<file path="config.mk">
export PLATFORM = sky130hd
export DESIGN_NAME = sum_accumulator
export DESIGN_NICKNAME = d
export VERILOG_FILES = /design/src/rtl/sum_accumulator.sv
export SDC_FILE = /design/constraint.sdc
export NUM_CORES = 1
export LEC_CHECK = 0
export CORE_MARGIN = 8
export CORE_UTILIZATION = 25
export CTS_CLUSTER_SIZE = 12
export DETAILED_ROUTE_END_ITERATION = 8
export DONT_BUFFER_PORTS = 1
export HOLD_SLACK_MARGIN = 0.02
export SLEW_MARGIN = 20
export SYNTH_ARGS = -nofsm -noshare
export SYNTH_HDL_FRONTEND = slang
export SYNTH_SLANG_ARGS = --single-unit
</file>
<file path="constraint.sdc">
create_clock -name clk -period 3.59 [get_ports clk]
set_input_delay 0.8975 -clock clk [delete_from_list [all_inputs] [get_ports clk]]
set_output_delay 0.8975 -clock clk [all_outputs]
set_load 0.02 [all_outputs]
</file>
<file path="src/rtl/sum_accumulator.sv">
// sum_accumulator: accumulates N carry-extended 32-bit adder results into a
// wide register, flags wrap-around, and holds the total until it is consumed.
module sum_accumulator #(
  parameter int ACC_W = 40,
  parameter int CNT_W = 8
) (
  input  logic             clk,
  input  logic             rst_n,
  input  logic             start,
  input  logic [CNT_W-1:0] num_samples,
  input  logic             abort,
  input  logic             in_valid,
  input  logic [31:0]      in_sum,
  input  logic             in_carry,
  output logic             in_ready,
  output logic             out_valid,
  input  logic             out_ready,
  output logic [ACC_W-1:0] acc_out,
  output logic [CNT_W-1:0] sample_cnt,
  output logic             overflow,
  output logic             busy
);

  typedef enum logic [1:0] {
    IDLE  = 2'd0,
    ACCUM = 2'd1,
    HOLD  = 2'd2
  } state_e;

  state_e             state_q, state_d;
  logic [ACC_W-1:0]   acc_q, acc_d;
  logic [CNT_W-1:0]   cnt_q, cnt_d;
  logic [CNT_W-1:0]   n_q, n_d;
  logic               ovf_q, ovf_d;

  // One extra bit on the left catches the carry out of the accumulator.
  logic [ACC_W:0]     sum_ext;
  logic               accept;

  assign accept  = in_valid && (state_q == ACCUM);
  assign sum_ext = {1'b0, acc_q} + {{(ACC_W-32){1'b0}}, in_carry, in_sum};

  // Next-state and datapath update for the three-state controller.
  always_comb begin
    // NOTE: every signal gets a default first so no path leaves it unassigned,
    // which would otherwise infer a latch.
    state_d = state_q;
    acc_d   = acc_q;
    cnt_d   = cnt_q;
    n_d     = n_q;
    ovf_d   = ovf_q;
    unique case (state_q)
      IDLE: begin
        if (start && (num_samples != '0)) begin
          acc_d   = '0;
          cnt_d   = '0;
          ovf_d   = 1'b0;
          n_d     = num_samples;
          state_d = ACCUM;
        end
      end
      ACCUM: begin
        // Abort wins over a simultaneous sample; that sample is dropped.
        if (abort) begin
          state_d = IDLE;
        end else if (accept) begin
          acc_d = sum_ext[ACC_W-1:0];
          cnt_d = cnt_q + 1'b1;
          if (sum_ext[ACC_W]) ovf_d = 1'b1;
          if (cnt_q + 1'b1 == n_q) state_d = HOLD;
        end
      end
      HOLD: begin
        // Start is deliberately ignored here; it must be re-issued in IDLE.
        if (out_ready) state_d = IDLE;
      end
      default: state_d = IDLE;
    endcase
  end

  // State registers, cleared asynchronously.
  always_ff @(posedge clk or negedge rst_n) begin
    if (!rst_n) begin
      state_q <= IDLE;
      acc_q   <= '0;
      cnt_q   <= '0;
      n_q     <= '0;
      ovf_q   <= 1'b0;
    end else begin
      // NOTE: non-blocking assignments so every flop samples pre-edge values.
      state_q <= state_d;
      acc_q   <= acc_d;
      cnt_q   <= cnt_d;
      n_q     <= n_d;
      ovf_q   <= ovf_d;
    end
  end

  // Outputs decode straight from registered state, so they are glitch-free.
  assign in_ready   = (state_q == ACCUM);
  assign out_valid  = (state_q == HOLD);
  assign busy       = (state_q != IDLE);
  assign acc_out    = acc_q;
  assign sample_cnt = cnt_q;
  assign overflow   = ovf_q;

endmodule

</file>
==> results.md <==
- Met3 Resource Use GR: 2.95%
- Met2 usage: 19.6%
- Setup bufs post-CTS: 0
- Remaining DRCs: 0
- Worst setup SP type: flip-flop
- Antenna Nets Post-Route: 0
- Net count, final: 588
- TritonCTS Buffers: 9
- Buffers on Ports: 0
- Average cell area after synthesis: 8.50 µm²
- Mapped Cells: about 510
- Clock Skews: 6.10 ps
- Fin. Hold Viols: 0
- Post-route total power: 3400 µW
- EDFF count, synth: 0
- PwrDens: 697 nW/µm²
- Die H: 147 µm
- CTS H-tree depth: 3
- CTS clk-pin slew, worst paths: 60 ps
- First-pass GRT wire length: 21.4 mm
- Worst-path fanout max: 3
- Worst-margin pin slew: 485 ps
- Post-synthesis sequential area ratio: approximately a third
- DP Wirelength: 9.97 mm
- FF-to-FF path depth: 11
- Grt total ovfl: 0
- CTS root buffer: clkbuf_16
- Outcome: finished clean
- Die area: 21700 µm²
- Final Max Slew Viols: 0
- Fmax: between 300 and 400 MHz
- Syn-to-layout area delta: 13.2%
- Slowest cell delay on critical path: 490 ps
- Worst EP required: 3860 ps
- Critical R2R Capture: acc_out[32]
- Initial Util: 25.3%
- Number of global-route vias before repair: between 3000 and 4000
- Grt met1 use: between 10% and 20%
- Ys flop type: dfrtp_1
- Worst Hold Class: in -> async
- Slew HR: 67.6%
- FF-to-FF setup slack: roughly 420 ps
- Final setup fails: 0
- Synth Warn #: 0
- Cell Count Post-Placement: between 700 and 800
- Async set-reset flop share out of synthesis: 100%
- FILL cells: 1835
- R2r startpoint: acc_out[0]
- Via count: 3690
- Worst EP arrival: 3440 ps
- Clk Latency, worst-skew pair: 340 ps
- Largest net degree at the start of global routing: 60
- CTS tree: done
- Post-synthesis cell area: between 4000 and 5000 µm²
- RSZ-0062 raised after global routing: false
- Routability cong.: about 0.8
- Gates resized, CTS repair: 0
- Die X: 147 µm
- Lkg Pwr: 0.00219 µW
- Clk sinks: 59
- First DRT Iteration DRCs: 193
- CP Cell Sequence: ha_1 > inv_1 > fa_1 > nor2b_1 > o2111ai_2 > a211oi_1 > o31ai_1 > o311ai_1 > o21ai_0 > xor2_1 > o21ai_1
- Post-synthesis cell type count: 58
- Kind of critical path: reg -> reg
- Core area: 17100 µm²
- Synth Net Count: 589
- Share of cells above drive strength 1: between 7 and 8%
- GRT Max-Usage Layer: met2
- Tmin final: 3170 ps
- FP Rows: 48
- Initial antenna violation count: 1
- Vias per cell: ~5.0
- Max-cap violations: 0
- Setup TNS: 0 ps
- Drt first pass iters: 4
- Final period utilization: about nine tenths
- CTS Buffer Depth: 2
- Drt total wl: 13.1 mm
- Critical-path top delay cell: dfrtp_1
- Hold buffer count at CTS: 0
- Peak supply drop: 0.000226 V
- Post-Layout Cell Count: 737
- Crit. End Element: flip-flop
- Synth Register Bits: 59
- Mean routed wirelength per cell: 17.8 µm
- IO Count: ~100
- GRT Util Overall: around an eighth
logic make-up (layout without fill, tap and decap cells):
| family | Yosys count | after routing | share of synthesized area [%] |
|---|---|---|---|
| AND/OR/NAND/NOR | 189 | 189 | 20.6 |
| adder cells (fa/ha/maj) | 35 | 35 | 10.3 |
| other | 0 | 1 | 0 |
| buffers and inverters | 26 | 30 | 2.38 |
| flip-flops | 59 | 59 | 34.3 |
| XOR/XNOR | 39 | 39 | 7.93 |
| multiplexers | 3 | 3 | 0.697 |
| AO/OA/AOI/OAI | 156 | 156 | 23.8 |
state kept, by name, indices dropped and copies added (netlist names):
name / count
acc_out: 40
n_q: 8
sample_cnt: 8
state_q: 2
overflow: 1
routing by layer:
metal / part of all wire (%) / up-vias
li1: - / 1841
met1: 46 / 1766
met2: 47 / 67
met3: 4.5 / 16
met4: 2.7 / 0
met5: 0 / -
cell type report:
type | count | area (µm²) | share of cell area [%]
diodes | 1 | 2.50 | 0.0513
clock buffers | 11 | 243 | 4.98
clock inverters | 5 | 52.6 | 1.08
inverters | 8 | 30.0 | 0.616
multi-input cells | 422 | 2730 | 56.0
flip-flops and latches | 59 | 1480 | 30.3
well taps | 225 | 282 | 5.77
repair buffers | 6 | 57.6 | 1.18
power by group:
part | internal [µW] | total, µW | leakage [µW] | switching (µW)
sequential | 810 | 1130 | 0.000788 | 321
combinational | 566 | 1390 | 0.00126 | 819
clock | 552 | 882 | 0.000145 | 330
worst max-delay path, delay by kind of cell, from the launching register on:
kind,cells,cell delay (ps)
AOI/OAI and AO/OA,6,1480
adders and majority gates,2,630
DFF,1,490
and+or+nand+nor,1,270
xor gates and xnor gates,1,170
buffers and inverters,1,70
cells in the mapped netlist, types with 5 or more instances:
library cell  number  area share [%]
ha_1              34             9.9
and3_1             8             1.2
xnor2_1           17             3.5
nand4_1            6            0.87
nor2_1            24             2.1
nand3_1           25             2.9
a211oi_1           8             1.4
clkbuf_1          13             1.1
inv_1              8            0.70
xor2_1            22             4.5
or3_1              5            0.73
nor2b_1            6            0.87
o21ai_0           52             6.0
dfrtp_1           59              34
a21o_1            14             2.4
nor3_1             8            0.93
nand2_1           87             7.6
o31ai_1           10             1.7
nand2b_1           7             1.0
o21ai_1            5            0.58
a21oi_1           30             3.5
per-stage QoR:
step | hold slack (ps) | area (µm²) | setup WS, ps | utilization, %
floorplan | 465 | 4310 | 576 | -
global placement | 480 | 4580 | 148 | 26.8
detailed placement | 483 | 4580 | 115 | 26.8
CTS | 232 | 4870 | 441 | 28.6
global route | 234 | 4880 | 162 | 28.6
finish | 250 | 4880 | 420 | 28.6
layout by cell type (no fill, tap or decap), types with 3 or more instances in the layout:
| cell type | instances |
|---|---|
| clkbuf_16 | 9 |
| nor2b_1 | 6 |
| xnor2_1 | 17 |
| a21o_1 | 14 |
| a21oi_1 | 30 |
| nor3_1 | 8 |
| o21ai_0 | 52 |
| and3_1 | 8 |
| xor2_1 | 22 |
| nand4_1 | 6 |
| ha_1 | 34 |
| or3_1 | 5 |
| nand3_1 | 25 |
| a211oi_1 | 8 |
| o21a_1 | 4 |
| nand2_1 | 87 |
| a31oi_1 | 3 |
| clkinv_2 | 3 |
| o31ai_1 | 10 |
| nor2_1 | 23 |
| nand2b_1 | 7 |
| buf_4 | 5 |
| o211ai_1 | 3 |
| inv_1 | 8 |
| o21ai_1 | 5 |
| dfrtp_1 | 59 |
| mux2i_1 | 3 |
how the worst max path moves through the flow:
stage | endpoint | depth (start not counted) | from | slack [ps]
after floorplan | acc_out[32] | 11 | in_sum[0] | 580
after global placement | acc_out[32] | 11 | in_sum[0] | 150
after detailed placement | acc_out[32] | 11 | in_sum[0] | 110
after CTS | acc_out[32] | 11 | acc_out[0] | 440
after global routing | acc_out[32] | 11 | acc_out[0] | 160
final | acc_out[32] | 11 | acc_out[0] | 420
No activity file was read; power rests on OpenSTA's default activity.
